### src/rtl/calc_disp_pkg.sv
// Shared constants for the calculator display receiver: producer status codes,
// glyph codes and the active-low seven-segment table.
package calc_disp_pkg;

   typedef logic [3:0] digit_t;

   localparam logic [1:0] ST_ERRO    = 2'b00;
   localparam logic [1:0] ST_OCUPADO = 2'b01;
   localparam logic [1:0] ST_PRONTO  = 2'b10;
   localparam logic [1:0] ST_IMPRIME = 2'b11;

   localparam int unsigned DISP_DIGITS = 8;

   // Glyph codes share the 4-bit digit space; 0..9 are BCD digits.
   localparam digit_t DIG_BLANK = 4'hF;
   localparam digit_t GLY_E     = 4'hA;
   localparam digit_t GLY_R     = 4'hB;
   localparam digit_t GLY_O     = 4'hC;

   // Segment patterns {dp,g,f,e,d,c,b,a}, active-low, dp off.
   localparam logic [7:0] SEG_0     = 8'hC0;
   localparam logic [7:0] SEG_1     = 8'hF9;
   localparam logic [7:0] SEG_2     = 8'hA4;
   localparam logic [7:0] SEG_3     = 8'hB0;
   localparam logic [7:0] SEG_4     = 8'h99;
   localparam logic [7:0] SEG_5     = 8'h92;
   localparam logic [7:0] SEG_6     = 8'h82;
   localparam logic [7:0] SEG_7     = 8'hF8;
   localparam logic [7:0] SEG_8     = 8'h80;
   localparam logic [7:0] SEG_9     = 8'h90;
   localparam logic [7:0] SEG_E     = 8'h86;
   localparam logic [7:0] SEG_R     = 8'hAF;
   localparam logic [7:0] SEG_O     = 8'hA3;
   localparam logic [7:0] SEG_BLANK = 8'hFF;

   // Glyph to segment pattern; unknown codes render blank.
   function automatic logic [7:0] seg_lookup(input digit_t glyph);
      logic [7:0] code;
      case (glyph)
         4'd0:    code = SEG_0;
         4'd1:    code = SEG_1;
         4'd2:    code = SEG_2;
         4'd3:    code = SEG_3;
         4'd4:    code = SEG_4;
         4'd5:    code = SEG_5;
         4'd6:    code = SEG_6;
         4'd7:    code = SEG_7;
         4'd8:    code = SEG_8;
         4'd9:    code = SEG_9;
         GLY_E:   code = SEG_E;
         GLY_R:   code = SEG_R;
         GLY_O:   code = SEG_O;
         default: code = SEG_BLANK;
      endcase
      return code;
   endfunction

endpackage

### src/rtl/calc_display_seg7_dec.sv
// Combinational glyph/BCD to active-low seven-segment decoder with decimal point.
module seg7_dec
   import calc_disp_pkg::*;
(
   input  logic [3:0] glyph_i,
   input  logic       dp_i,
   output logic [7:0] seg_c_o
);

   // All table entries carry dp off (bit 7 high), so masking bit 7 lights it.
   always_comb begin
      seg_c_o = seg_lookup(digit_t'(glyph_i)) & {~dp_i, 7'h7F};
   end

endmodule

### src/rtl/calc_display.sv
// Display-side receiver: captures the serial digit stream into a shadow buffer,
// commits frames atomically and scans them onto 8 seven-segment displays.
// Optional leading-zero blanking is enabled by defining CALC_DISP_LZ_BLANK_EN.
module calc_display
   import calc_disp_pkg::*;
#(
   parameter int unsigned REFRESH_CYCLES = 100000,
   parameter int unsigned NUM_DIGITS     = DISP_DIGITS
)
(
   input  logic                  clock,
   input  logic                  reset,
   input  logic [1:0]            status,
   input  logic [3:0]            data,
   input  logic [3:0]            pos,
   output logic [NUM_DIGITS-1:0] an,
   output logic [7:0]            seg,
   output logic [7:0]            frame_cnt
);

   localparam int unsigned IDX_W = $clog2(NUM_DIGITS);
   localparam int unsigned CNT_W = (REFRESH_CYCLES > 1) ? $clog2(REFRESH_CYCLES) : 1;
   localparam logic [CNT_W-1:0] CNT_MAX = CNT_W'(REFRESH_CYCLES - 1);

   digit_t                shadow_q  [NUM_DIGITS];
   digit_t                shadow_d  [NUM_DIGITS];
   digit_t                display_q [NUM_DIGITS];
   digit_t                display_d [NUM_DIGITS];
   logic [1:0]            prev_q;
   logic [7:0]            frame_q,  frame_d;
   logic [CNT_W-1:0]      cnt_q,    cnt_d;
   logic [IDX_W-1:0]      idx_q,    idx_d;
   logic [NUM_DIGITS-1:0] an_q,     an_d;
   logic [7:0]            seg_q;
   logic [7:0]            seg_c;
   logic                  commit;
   logic                  wrap;
   digit_t                glyph;
   logic                  dp_on;

   // Capture valid printing-phase digits and commit when printing ends.
   always_comb begin
      shadow_d  = shadow_q;
      display_d = display_q;
      frame_d   = frame_q;
      commit    = (prev_q == ST_IMPRIME) && (status != ST_IMPRIME);
      if (status == ST_IMPRIME && pos >= 4'd1 && pos <= 4'(NUM_DIGITS) && data <= 4'd9)
         shadow_d[IDX_W'(pos - 4'd1)] = data;
      if (commit) begin
         display_d = shadow_q;
         frame_d   = frame_q + 8'd1;
      end
   end

   // Refresh timer and scan index.
   always_comb begin
      wrap  = (cnt_q == CNT_MAX);
      cnt_d = wrap ? '0 : cnt_q + CNT_W'(1);
      idx_d = wrap ? idx_q + IDX_W'(1) : idx_q;
      an_d  = ~(NUM_DIGITS'(1) << idx_q);
   end

`ifdef CALC_DISP_LZ_BLANK_EN
   logic [NUM_DIGITS-1:0] lz_keep;
   logic                  seen_nz;

   // A slot renders only if a nonzero digit sits at or above it; slot 0 always renders.
   always_comb begin
      seen_nz = 1'b0;
      lz_keep = '0;
      for (int i = int'(NUM_DIGITS) - 1; i >= 0; i--) begin
         if (display_q[i] != 4'd0 && display_q[i] <= 4'd9)
            seen_nz = 1'b1;
         lz_keep[i] = seen_nz || (i == 0);
      end
   end
`endif

   // Select what the scan-selected slot shows.
   always_comb begin
      glyph = display_q[idx_q];
      dp_on = 1'b0;
      if (status == ST_ERRO) begin
         case (idx_q)
            IDX_W'(3): glyph = GLY_E;
            IDX_W'(2): glyph = GLY_R;
            IDX_W'(1): glyph = GLY_R;
            IDX_W'(0): glyph = GLY_O;
            default:   glyph = DIG_BLANK;
         endcase
      end else begin
`ifdef CALC_DISP_LZ_BLANK_EN
         if (!lz_keep[idx_q])
            glyph = DIG_BLANK;
`endif
         dp_on = (status == ST_OCUPADO) && (idx_q == '0);
      end
   end

   seg7_dec u_seg7_dec (
      .glyph_i (glyph),
      .dp_i    (dp_on),
      .seg_c_o (seg_c)
   );

   always_ff @(posedge clock) begin
      if (!reset) begin
         for (int i = 0; i < int'(NUM_DIGITS); i++) begin
            shadow_q[i]  <= DIG_BLANK;
            display_q[i] <= DIG_BLANK;
         end
         prev_q  <= ST_PRONTO;
         frame_q <= '0;
         cnt_q   <= '0;
         idx_q   <= '0;
         an_q    <= '1;
         seg_q   <= SEG_BLANK;
      end else begin
         shadow_q  <= shadow_d;
         display_q <= display_d;
         prev_q    <= status;
         frame_q   <= frame_d;
         cnt_q     <= cnt_d;
         idx_q     <= idx_d;
         an_q      <= an_d;
         seg_q     <= seg_c;
      end
   end

   assign an        = an_q;
   assign seg       = seg_q;
   assign frame_cnt = frame_q;

endmodule
### config.mk
export PLATFORM = sky130hd
export DESIGN_NAME = calc_display
export DESIGN_NICKNAME = d
export VERILOG_FILES = /design/src/rtl/calc_disp_pkg.sv /design/src/rtl/calc_display_seg7_dec.sv /design/src/rtl/calc_display.sv
export SDC_FILE = /design/constraint.sdc
export NUM_CORES = 1
export LEC_CHECK = 0
export CAP_MARGIN = 20
export CORE_MARGIN = 3
export CORE_UTILIZATION = 52
export DETAILED_ROUTE_END_ITERATION = 8
export PLACE_DENSITY = 0.75
export REMOVE_ABC_BUFFERS = 1
export SYNTH_ARGS = -nofsm -noshare
export SYNTH_HDL_FRONTEND = slang
export SYNTH_SLANG_ARGS = --single-unit
### constraint.sdc
create_clock -name clock -period 2.4 [get_ports clock]
set_clock_uncertainty 0.05 [all_clocks]
set_input_delay 0.72 -clock clock [delete_from_list [all_inputs] [get_ports clock]]
set_output_delay 0.72 -clock clock [all_outputs]
set_load 0.02 [all_outputs]
# ---- Yosys cells after proc, flatten, opt, wreduce, memory -nomap -nowiden
# Memories as Yosys holds them, arrays and structs flattened.
# Cells that the tools add are included.
dict set report word_totals {
  ff_bits 110
  latch_bits 0
  ram_bits 0
  mem_bits_ro 112
  input_bits 12
  out_inout_bits 24
  elab_cells 67
  memories 1
}
# name depth width rd rd_clocked_by_memory_dff write_ports line
set memory_table {}
lappend memory_table {{(no name shown)} 16 7 1 0 0 calc_disp_pkg.sv:39} ;# case (glyph)
dict set report classes {
  addsub 4
  multipliers 0
  n_div 0
  magnitude_cmp 6
  eq_ne 8
  n_shift 1
  muxes 9
  n_bitwise 6
  reduce_logical 10
}
# cell n
set ops {}
lappend ops {{32-bit bitwise mux} 1}
lappend ops {{17-bit by 1-bit adder with 17-bit output (second input constant)} 1}
lappend ops {{17-bit equality test (second input constant)} 1}
lappend ops {{4-bit 2-to-1 mux} 4}
lappend ops {{4-bit binary-select mux with 3-bit select} 1}
lappend ops {{4-bit demux with 3-bit select} 1}
lappend ops {{3-bit one-hot mux with 3 select lines} 1}
lappend ops {{8-bit by 1-bit adder with 8-bit output (second input constant)} 1}
lappend ops {{8-bit bitwise AND} 1}
lappend ops {{4-bit greater-or-equal comparator (second input constant)} 2}
lappend ops {{4-bit less-or-equal comparator (second input constant)} 2}
lappend ops {{3-bit inverter with 4-bit output} 2}
lappend ops {{8-bit inverter} 1}
lappend ops {{1-bit by 3-bit left shift with 8-bit output (first input constant)} 1}
lappend ops {{3-bit by 2-bit equality test with 1-bit output (second input constant)} 2}
lappend ops {{1-bit logical AND} 6}
lappend ops {{2-bit equality test (second input constant)} 2}
lappend ops {{4-bit by 1-bit greater-or-equal comparator with 1-bit output (second input constant)} 1}
lappend ops {{4-bit by 1-bit less-than comparator with 1-bit output (second input constant)} 1}
lappend ops {{2-bit OR reduction} 2}
lappend ops {{3-bit by 1-bit adder with 3-bit output (second input constant)} 1}
lappend ops {{3-bit by 1-bit equality test with 1-bit output (second input constant)} 1}
lappend ops {{3-bit zero test} 1}
lappend ops {{3-bit by 1-bit subtractor with 3-bit output (second input constant)} 1}
lappend ops {{5 further kinds} 6}

# ---- Depth between registers and ports, before layout
# Gate-level depths: netlist of run 1.
dict set report logic_depth {
  word_depth 7
  ltp_mapped 12
  mapped_depth_nobuf 11
}

# ---- Modules after synthesis
# From an unflattened synthesis of run 1, not the netlist that was laid out.
dict set report hier_totals {
  cells_unflattened 544
  hier_area_um2 4804.6
}
# module n_inst cells_per_inst area_per_inst_um2 seq_area_each_um2
set modules_own_cells {}
lappend modules_own_cells {calc_display 1 513 4558.1 2202.1}
lappend modules_own_cells {seg7_dec 1 31 246.5 0.0}

# ---- Worst setup path after synthesis of run 1
# No wires, ideal clock.
dict set report synth_timing {
  path_kind {input -> register}
  start {input port pos[0]}
  end {register shadow_q[0] (netlist bit)}
  setup_time_ns 0.129
  arrival_time_ns 2.263
  required_time_ns 2.221
  path_slack_ns -0.042
  cell_stages 8
  path_buffers 0
  path_cell_list {inv_1 -> ha_1 -> nor4b_2 -> a2111oi_4 -> nand2_2 -> nor3_4 -> mux2i_1 -> nand2_1}
}
dict set report synth_via {
  elab_chain_len 7
}
# item line
set synth_lines {}
lappend synth_lines {{start, declared} calc_display.sv:15} ;# input logic [3:0] pos,
lappend synth_lines {{3-bit by 1-bit subtractor with 3-bit output} calc_display.sv:48} ;# shadow_d[IDX_W'(pos - 4'd1)] = data;
lappend synth_lines {{3-bit inverter with 4-bit output (not written as such)} calc_display.sv:48}
lappend synth_lines {{4-bit greater-or-equal comparator (not written as such) / 4-bit by 1-bit less-than comparator with 1-bit output (equally long branches)} calc_display.sv:48}
lappend synth_lines {{1-bit logical AND (not written as such)} calc_display.sv:48}
lappend synth_lines {{4-bit 2-to-1 mux (not written as such)} calc_display.sv:48}
lappend synth_lines {{4-bit demux with 3-bit select} calc_display.sv:48}
lappend synth_lines {{32-bit bitwise mux} calc_display.sv:48}
lappend synth_lines {{end signal, assigned} calc_display.sv:119} ;# shadow_q <= shadow_d;
lappend synth_lines {{end, declared} calc_display.sv:25} ;# digit_t shadow_q [NUM_DIGITS];
# Several ways; a longest one is shown, not always the timed one.
# A chain may end at the register's enable or synchronous reset.

# ---- Worst setup path after layout of run 1
dict set report layout_timing {
  start {input port pos[3]}
  end {register shadow_q[1] (netlist bit)}
}
dict set report layout_via {
  elab_chain_len 4
}
# item line
set layout_lines {}
lappend layout_lines {{4-bit by 1-bit greater-or-equal comparator with 1-bit output} calc_display.sv:47} ;# if (status == ST_IMPRIME && pos >= 4'd1 && pos <= 4'(NUM_DIGITS) && data <= 4'd9)
lappend layout_lines {{1-bit logical AND} calc_display.sv:47}
lappend layout_lines {{1-bit logical AND * (2 in series)} calc_display.sv:47}
# Mark *: on every way between the ends. The rest lies on a longest branch, timed or not.

==> flow_summary.yaml, run 1 <==
route:
  detail_route.drc_violations: 0
  vias: 3712
  firstDrtPassIters: 4
  drt_wl_total_um: 9865
  dr.first_iter.drc_count: 170
  ant_nets: 0
  wl_per_cell_um: 13.86
  drt-vias-per-instance: 5.213
run_status:
  outcome: "finished clean"
placed_design:
  gp_congestion: 0.7982
  dp_cells: 696
  hpwl_um: 7081
  placed_area_um2: 5508
  io_buffers: 35
worst_setup_path:
  r2r_end: "seg[3]"
  path_max_fanout: 4
  critical_path_arrival_ns: 2.58
  path_class: "in2reg"
  cp-start-kind: "input port"
  cp_slowest_cell: "clkdlybuf4s50_1"
  ff2ff_setup_slack_ns: 0.06
  end_kind: "flop"
  path_cells: "clkdlybuf4s50_1, buf_4, a2111oi_4, nand2_2, nor3_4, mux2i_1, nand2_1"
  r2r_cells: 9
  required_ns: 2.61
  critPathMaxStageDelay_ns: 0.46
  r2r_start: "idx_q[0]"
die:
  num_rows: 34
  pin_count: 36
  dieArea_um2: 10260
  die_w_um: 101.3
  initial_core_util_pct: 53.85
  core_region_area_um2: 8763
  chipHeight_um: 101.3
timing:
  fin_setup_tns_ns: 0
  setup_violations: 0
  finalCritPeriodShare_pct: 98.86
  max_clock_freq_mhz: 421.5
  max_slew_margin_pct: 61.84
  min_period_ns: 2.373
  slew_viol_final: 0
  max_slew.worst_pin.slew_ns: 0.5723
  hold_viol: 0
synth:
  syn-cell-area_um2: 4720
  ys_ff_latch: 110
  synth_largest_area_cell: "dfxtp_1"
  synthCells: 525
  synth_area_leaders: "dfxtp_1 (47%), nand2_1 (9.1%), mux2i_1 (6.2%), nand3_1 (6.2%), ha_1 (4.0%)"
  synth_top_area_share_pct: 46.66
  dominantRegCellSynth: "dfxtp_1"
  ys_seq_area_share_pct: 46.66
  synth_area_per_cell_um2: 8.990
  synth_edf_count: 0
  synthDistinctLibCells: 49
  yosys_warnings: 0
  synthArstFlopShare_pct: 0
pwr:
  power_density_nw_per_um2: 578.9
  p_leak_uw: 0.002477
  vdd_drop_max_v: 0.0002640
finish:
  layout_common_cells: "nand2_1 (113), dfxtp_1 (108), nand3_1 (58), buf_4 (52), nor2_1 (35)"
  final_cells: 712
  n_antenna_cell: 0
  fillCellCount: 725
  nets: 626
  multi_input_area_um2: 2401
  final_common_cell: "nand2_1"
  stdcell_area_um2: 5777
  areaGrowthSynthToFinish_pct: 22.40
  drive_gt1_share_pct: 17.38
  ff_latch_area_um2: 2205
worst_hold_path:
  holdPathStages: 1
  worst_hold_path_type: "reg2reg"
  hp-start: "cnt_q[0]"
  holdPathEnd: "cnt_q[0]"
clock_network:
  clk_pin_slew_ns: 0.10
  h-tree-depth: 3
  cts_tree: "yes"
  cts_buffers: 9
  clkLatencyLatePin_ns: 0.38
  max-clock-path-buffers: 2
  clock-sinks: 110
  root_buffer: "clkbuf_8"
job:
  cap_viol_max_count: 0
global_routing:
  grt_usage_pct: 19.61
  antenna_found_initial: 0
  overflow: 0
  grt_pass1_wl_um: 16160
  grt_pass1_vias: 3454
  grt_max_degree: 75
==> how the worst max path moves through the flow <==
stage	slack [ns]	end	cells past startpoint	start
6_report	0.03	shadow_q[1]	7	pos[3]
5_1_grt	-0.05	shadow_q[1]	7	data[2]
4_1_cts	0.003	seg[3]	10	idx_q[0]
3_5_place_dp	-0.65	shadow_q[1]	9	pos[0]
3_3_place_gp	-0.51	shadow_q[0]	9	pos[0]
2_1_floorplan	-0.13	seg[3]	10	idx_q[1]
==> critical path: cells and delay by family <==
kind	cells	cell delay [ns]
buffers and inverters	2	0.63
AOI/OAI and AO/OA	1	0.43
muxes	1	0.24
and+or+nand+nor	3	0.55
==> what timing repair did <==
item                                    in CTS  in global routing
cloned                                       0                  0
hold buffers                                 0                  0
resized for setup                           15                 14
endpoints found under the setup margin      32                 32
setup buffers                                0                  1
pin swaps                                    3                  6
==> stage by stage <==
stage | hold WS [ns] | power [uW] | utilization [%] | worst slack, ns
after floorplan | 0.3632 | 2119 | - | -0.1329
after global placement | 0.3708 | 2293 | 62.85 | -0.5142
after detailed placement | 0.3966 | 2306 | 62.85 | -0.6539
after CTS | 0.4269 | 3357 | 65.38 | 0.003212
after global routing | 0.4406 | 3492 | 65.92 | -0.05298
final | 0.4186 | 3344 | 65.92 | 0.02733
==> cells by family after synthesis <==
family	count (synthesis)	synth area share, %
DFF	110	46.66
and+or+nand+nor	262	25.82
muxes	39	9.888
adders and majority gates	15	3.977
buffers and inverters	41	3.950
xor gates and xnor gates	26	4.825
AOI/OAI and AO/OA	32	4.878
==> flip-flops by register name (all words and copies together) (netlist names) <==
signal / count
prev_q: 2
shadow_q: 32
idx_q: 3
an: 8
cnt_q: 17
seg: 8
frame_cnt: 8
display_q: 32
==> report_power, final <==
group          internal, uW  switching [uW]  leakage (uW)
Clock                   403             659     0.0000914
Sequential             1880            26.1      0.000897
Combinational           179             201       0.00149
==> layer usage <==
metal	vias up	share of wire, %	GRT usage, %
met3	18	3.6	2.755
met2	65	48	31.94
li1	1905	-	-
met1	1724	46	26.32
met5	-	0	0
met4	0	2.1	7.873
==> cell usage after synthesis, types with 4 or more instances <==
library cell,number
dfxtp_1,110
mux2i_1,29
nand3_1,58
nand2b_1,4
nand2_1,115
inv_1,12
and2_1,13
o21ai_1,10
nor3_1,9
nand4_1,9
clkbuf_1,21
xor2_1,11
nor2_1,36
ha_1,15
xnor2_1,15
==> final cells by class <==
| class | instances | area share [%] |
|---|---|---|
| Multi-Input combinational cell | 374 | 41.56 |
| Sequential cell | 110 | 38.16 |
| Timing Repair Buffer | 91 | 13.80 |
| Tap cell | 108 | 2.339 |
| Clock buffer | 9 | 2.144 |
| Clock inverter | 7 | 1.148 |
| Inverter | 13 | 0.8447 |
Power figures use the tool's default switching activity.
==> inputs of run 2 (changes only) <==
- ABC_AREA: default -> 1
- PLACE_DENSITY: 0.75 -> 0.73
==> run 2 against run 1 <==
Against the previous run:
- critical path depth down 6
- non-clock buffer count down 34
- sequential share of layout area up 1.6 points
- sequential power about the same
- setup slack better by 0.13 ns
- first-iteration DRC count up 38%
- power down 1.5%
- area after synthesis up 2.7%
- largest cell class unchanged
- largest power group unchanged
==> flow_summary.yaml, run 2 <==
worst_setup_path:
  end_kind: "primary output"
  critical_path_arrival_ns: 1.48
  path_class: "reg2out"
  required_ns: 1.63
  critPathTopFamily: "buffers and inverters"
  path_cells: "clkdlybuf4s50_1"
  cp_slowest_cell: "clkdlybuf4s50_1"
  critPathMaxStageDelay_ns: 0.65
  cp-start-kind: "flop"
  path_max_fanout: 7
  path_buf_inv: 1
timing:
  max_clock_freq_mhz: 445.0
  setup_violations: 0
  whs_ns: 0.4178
  fin_setup_tns_ns: 0
  hold_viol: 0
  finalCritPeriodShare_pct: 93.63
  max_slew_margin_pct: 74.60
  slew_viol_final: 0
  max_slew.worst_pin.slew_ns: 0.3798
  min_period_ns: 2.247
  rsz0062_at_grt: "false"
pwr:
  power_density_nw_per_um2: 595.5
  p_leak_uw: 0.002571
  vdd_drop_max_v: 0.0003952
finish:
  fin_util_pct: 62.24
  n_antenna_cell: 0
  final_common_cell: "nand2_1"
  final_cells: 797
  top_regs: "display_q (32), shadow_q (32), cnt_q (17)"
  areaGrowthSynthToFinish_pct: 14.23
  layout_common_cells: "nand2_1 (199), dfxtp_1 (110), nand3_1 (98), inv_1 (55), clkdlybuf4s50_1 (34)"
  stdcell_area_um2: 5534
  drive_gt1_share_pct: 11.61
  nets: 711
synth:
  synth_compound_area_share_pct: 5.837
  synth_area_per_cell_um2: 7.534
  syn-cell-area_um2: 4845
  synthCells: 643
  yosys_warnings: 0
  ys_ff_latch: 110
  synthArstFlopShare_pct: 0
  yosys.cell_count.top_type: "nand2_1"
  synth-xor-area-share_pct: 1.627
  dominantRegCellSynth: "dfxtp_1"
  synth_common_cells: "nand2_1 (199), dfxtp_1 (110), nand3_1 (98)"
  synth_area_leaders: "dfxtp_1 (45%), nand2_1 (15%), nand3_1 (10%), inv_1 (4.3%), ha_1 (3.9%)"
  synthDistinctLibCells: 35
  synthAdderAreaFrac_pct: 3.874
  synth_largest_area_cell: "dfxtp_1"
  synth_top_area_share_pct: 45.45
  ys_seq_area_share_pct: 45.45
  muxShareOfSynthArea_pct: 0
  synth_edf_count: 0
  yosys.area_share.simple_pct: 34.68
  synth_top_family_by_area: "simple AND/OR/NAND/NOR gates"
die:
  die_w_um: 102.5
  pin_count: 36
  core_region_area_um2: 8891
  num_rows: 34
  chipHeight_um: 102.5
  dieArea_um2: 10510
  initial_core_util_pct: 54.49
run_status:
  outcome: "finished clean"
clock_network:
  h-tree-depth: 3
  clkLatencyLatePin_ns: 0.38
  max-clock-path-buffers: 2
  cts_resized: 0
  cts_buffers: 9
  root_buffer: "clkbuf_8"
  cts_tree: "yes"
  clock-sinks: 110
  postCtsHoldBufs: 0
  clk_pin_slew_ns: 0.10
  post_cts_buffers: 0
route:
  vias: 4123
  firstDrtPassIters: 5
  ant_nets: 0
  drt_wl_total_um: 10130
  dr.first_iter.drc_count: 234
  detail_route.drc_violations: 0
  drt-vias-per-instance: 5.173
  wl_per_cell_um: 12.71
placed_design:
  dp_cells: 781
  gp_congestion: 0.8138
  hpwl_um: 7442
  io_buffers: 35
  placed_area_um2: 5350
job:
  cap_viol_max_count: 0
global_routing:
  overflow: 0
  grt_max_degree: 42
  grt_usage_pct: 20.58
  antenna_found_initial: 0
  grt_pass1_wl_um: 17380
  grt_pass1_vias: 3884
worst_hold_path:
  worst_hold_path_type: "reg2reg"
run 2: per-layer routing:
| layer | global-route usage [%] | part of all wire, % | vias up |
|---|---|---|---|
| met5 | 0 | 0 | - |
| met4 | 6.559 | 1.6 | 0 |
| met3 | 3.924 | 3.6 | 21 |
| met2 | 34.36 | 47 | 72 |
| met1 | 26.98 | 48 | 1887 |
| li1 | - | - | 2143 |
run 2: logic make-up (layout without fill, tap and decap cells):
logic type,count (synthesis),count (layout)
and+or+nand+nor,370,370
adders and majority gates,15,15
DFF,110,110
AOI/OAI and AO/OA,44,44
buffers and inverters,95,141
xor gates and xnor gates,9,9
run 2: through the flow:
step / power [uW] / setup slack [ns]
4_1_cts: 3317 / 0.1474
3_5_place_dp: 2272 / -0.2012
6_report: 3295 / 0.1529
5_1_grt: 3419 / 0.02881
3_3_place_gp: 2262 / -0.09038
2_1_floorplan: 2127 / -0.01386
run 2: final timing paths:
kind                                   start           end  slack (ns)  depth (start not counted)
worst max-delay path            frame_cnt[3]  frame_cnt[3]        0.15                          1
worst min-delay path                cnt_q[0]      cnt_q[0]        0.42                          1
worst max register to register      idx_q[1]        seg[0]        0.29                         14
worst min register to register      cnt_q[0]      cnt_q[0]        0.42                          1
run 2: where the power goes:
group / switching [uW] / internal [uW]
clock: 646 / 418
sequential: 25.7 / 1880
combinational: 196 / 129
run 2: cell type report:
type                    instances  area, um^2
repair buffers                 57       523.0
inverters                      68       260.3
clock buffers                  11       141.4
fillers                       810        3357
well taps                     108       135.1
flip-flops and latches        110        2202
multi-input cells             438        2230
clock inverters                 5       42.54
==> inputs of run 3 (changes only) <==
- CORE_UTILIZATION: 52 -> 60
- CTS_CLUSTER_SIZE: default -> 25
- PLACE_DENSITY: 0.73 -> default
- PLACE_DENSITY_LB_ADDON: default -> 0.15
- clock period: 2.4 -> 2.7 ns (I/O delays scaled with it)
==> run 3 against run 2 <==
Against the previous run:
- combinational power fell by 13%
- non-clock buffer count is 12 lower
- largest cell class unchanged
- critical endpoint is now shadow_q[15]
- sequential share of layout area rose by 0.58 points
==> flow_summary.yaml, run 3 (synthesized netlist as in run 2, its figures left out) <==
worst_setup_path:
  r2r_start: "idx_q[2]"
  path_max_fanout: 5
  cp-start-kind: "input port"
  path_buf_inv: 5
  ff2ff_setup_slack_ns: 0.48
  critPathTopFamily: "buffers and inverters"
  worst-path-stages: 13
  startpoint: "pos[0]"
  path_class: "in2reg"
  critPathMaxStageDelay_ns: 0.52
  r2r_end: "seg[5]"
  worstSetupEndpoint: "shadow_q[15]"
  critical_path_arrival_ns: 2.61
  path_cells: "clkdlybuf4s50_1, inv_1, ha_1, inv_1, nor2_1, o21ai_0, nand2_1, nor2_2, inv_2, nor2_4, inv_2, nand2_1, nand3_1"
  cp_slowest_cell: "clkdlybuf4s50_1"
  end_kind: "flop"
  required_ns: 2.89
  r2r_cells: 10
die:
  initial_core_util_pct: 62.37
  chipHeight_um: 95.86
  pin_count: 36
  die_w_um: 95.86
  dieArea_um2: 9188
  num_rows: 32
  core_region_area_um2: 7767
finish:
  multi_input_area_um2: 2230
  fillCellCount: 656
  ff_latch_area_um2: 2202
  areaGrowthSynthToFinish_pct: 12.60
  final_common_cell: "nand2_1"
  top_regs: "display_q (32), shadow_q (32), cnt_q (17)"
  layout_common_cells: "nand2_1 (199), dfxtp_1 (110), nand3_1 (98), inv_1 (55), clkdlybuf4s50_1 (34)"
  nets: 699
  final_cells: 778
  drive_gt1_share_pct: 9.763
  n_antenna_cell: 0
timing:
  rsz0062_at_grt: "false"
  hold_viol: 0
  max_slew_margin_pct: 68.08
  slew_viol_final: 0
  setup_violations: 0
  max_slew.worst_pin.slew_ns: 0.4781
  whs_ns: 0.4108
  min_period_ns: 2.415
  finalCritPeriodShare_pct: 89.44
  max_clock_freq_mhz: 414.1
  fin_ws_ns: 0.2852
clock_network:
  h-tree-depth: 3
  root_buffer: "clkbuf_8"
  clk_pin_slew_ns: 0.09
  post_cts_buffers: 0
  postCtsHoldBufs: 0
  clock-sinks: 110
  clkLatencyLatePin_ns: 0.37
  cts_resized: 0
  cts_buffers: 9
  max-clock-path-buffers: 2
  cts_tree: "yes"
route:
  detail_route.drc_violations: 0
  firstDrtPassIters: 4
  drt_wl_total_um: 10170
  dr.first_iter.drc_count: 279
  drt-vias-per-instance: 5.246
  wl_per_cell_um: 13.07
  vias: 4081
  ant_nets: 0
placed_design:
  io_buffers: 35
  pre_cts_slack_ns: -0.06902
  hpwl_um: 7326
  gp_congestion: 0.8222
  dp_cells: 763
pwr:
  p_leak_uw: 0.002521
  vdd_drop_max_v: 0.0003122
  power_density_nw_per_um2: 539.5
job:
  cap_viol_max_count: 0
run_status:
  outcome: "finished clean"
worst_hold_path:
  worst_hold_path_type: "reg2reg"
global_routing:
  grt_pass1_wl_um: 17170
  overflow: 0
  grt_usage_pct: 23.73
  grt_max_degree: 86
  grt_pass1_vias: 3944
  antenna_found_initial: 0
==> run 3: cell types whose count changed in the layout (fill, tap and decap cells not counted) <==
| cell | before | now |
|---|---|---|
| bufinv_16 | 0 | 1 |
| inv_6 | 1 | 0 |
| clkbuf_1 | 1 | 2 |
| clkinvlp_4 | 3 | 2 |
| inv_8 | 1 | 0 |
| buf_4 | 21 | 8 |
| buf_12 | 1 | 2 |
==> run 3: metrics by stage <==
step	setup TNS, ns	cell area, um^2	power (uW)	utilization [%]
floorplan	0	4692	1891	-
global placement	0	5265	2006	67.78
detailed placement	-0.6840	5265	2014	67.78
CTS	0	5455	2966	70.23
global route	0	5455	3061	70.23
finish	0	5455	2943	70.23
==> run 3: worst min path at each step <==
stage,endpoint,from,cells past startpoint,slack [ns]
floorplan,cnt_q[0],cnt_q[0],1,0.38
global placement,frame_cnt[7],frame_cnt[7],1,0.38
detailed placement,frame_cnt[7],frame_cnt[7],1,0.39
CTS,frame_cnt[7],frame_cnt[7],1,0.41
global route,frame_cnt[7],frame_cnt[7],1,0.44
finish,frame_cnt[7],frame_cnt[7],1,0.41
==> run 3: power by group <==
part / switching, uW / total [uW] / internal (uW) / leakage (uW)
Clock: 516 / 966 / 451 / 0.0000887
Combinational: 176 / 284 / 107 / 0.00154
Sequential: 22.1 / 1690 / 1670 / 0.000897
==> run 3: routing by layer <==
metal  up-vias  GRT usage, %  wire, um
met2        79         42.21      5193
met5         -             0         0
met4         0         8.294       165
met3        13         4.066       430
li1       2106             -         -
met1      1883         28.75      4382
==> run 3: final cells by class <==
class	instances	share of cell area (%)
multi-input cells	438	40.87
flip-flops and latches	110	40.37
repair buffers	45	8.165
inverters	68	4.771
clock buffers	12	2.661
well taps	102	2.339
clock inverters	3	0.8257
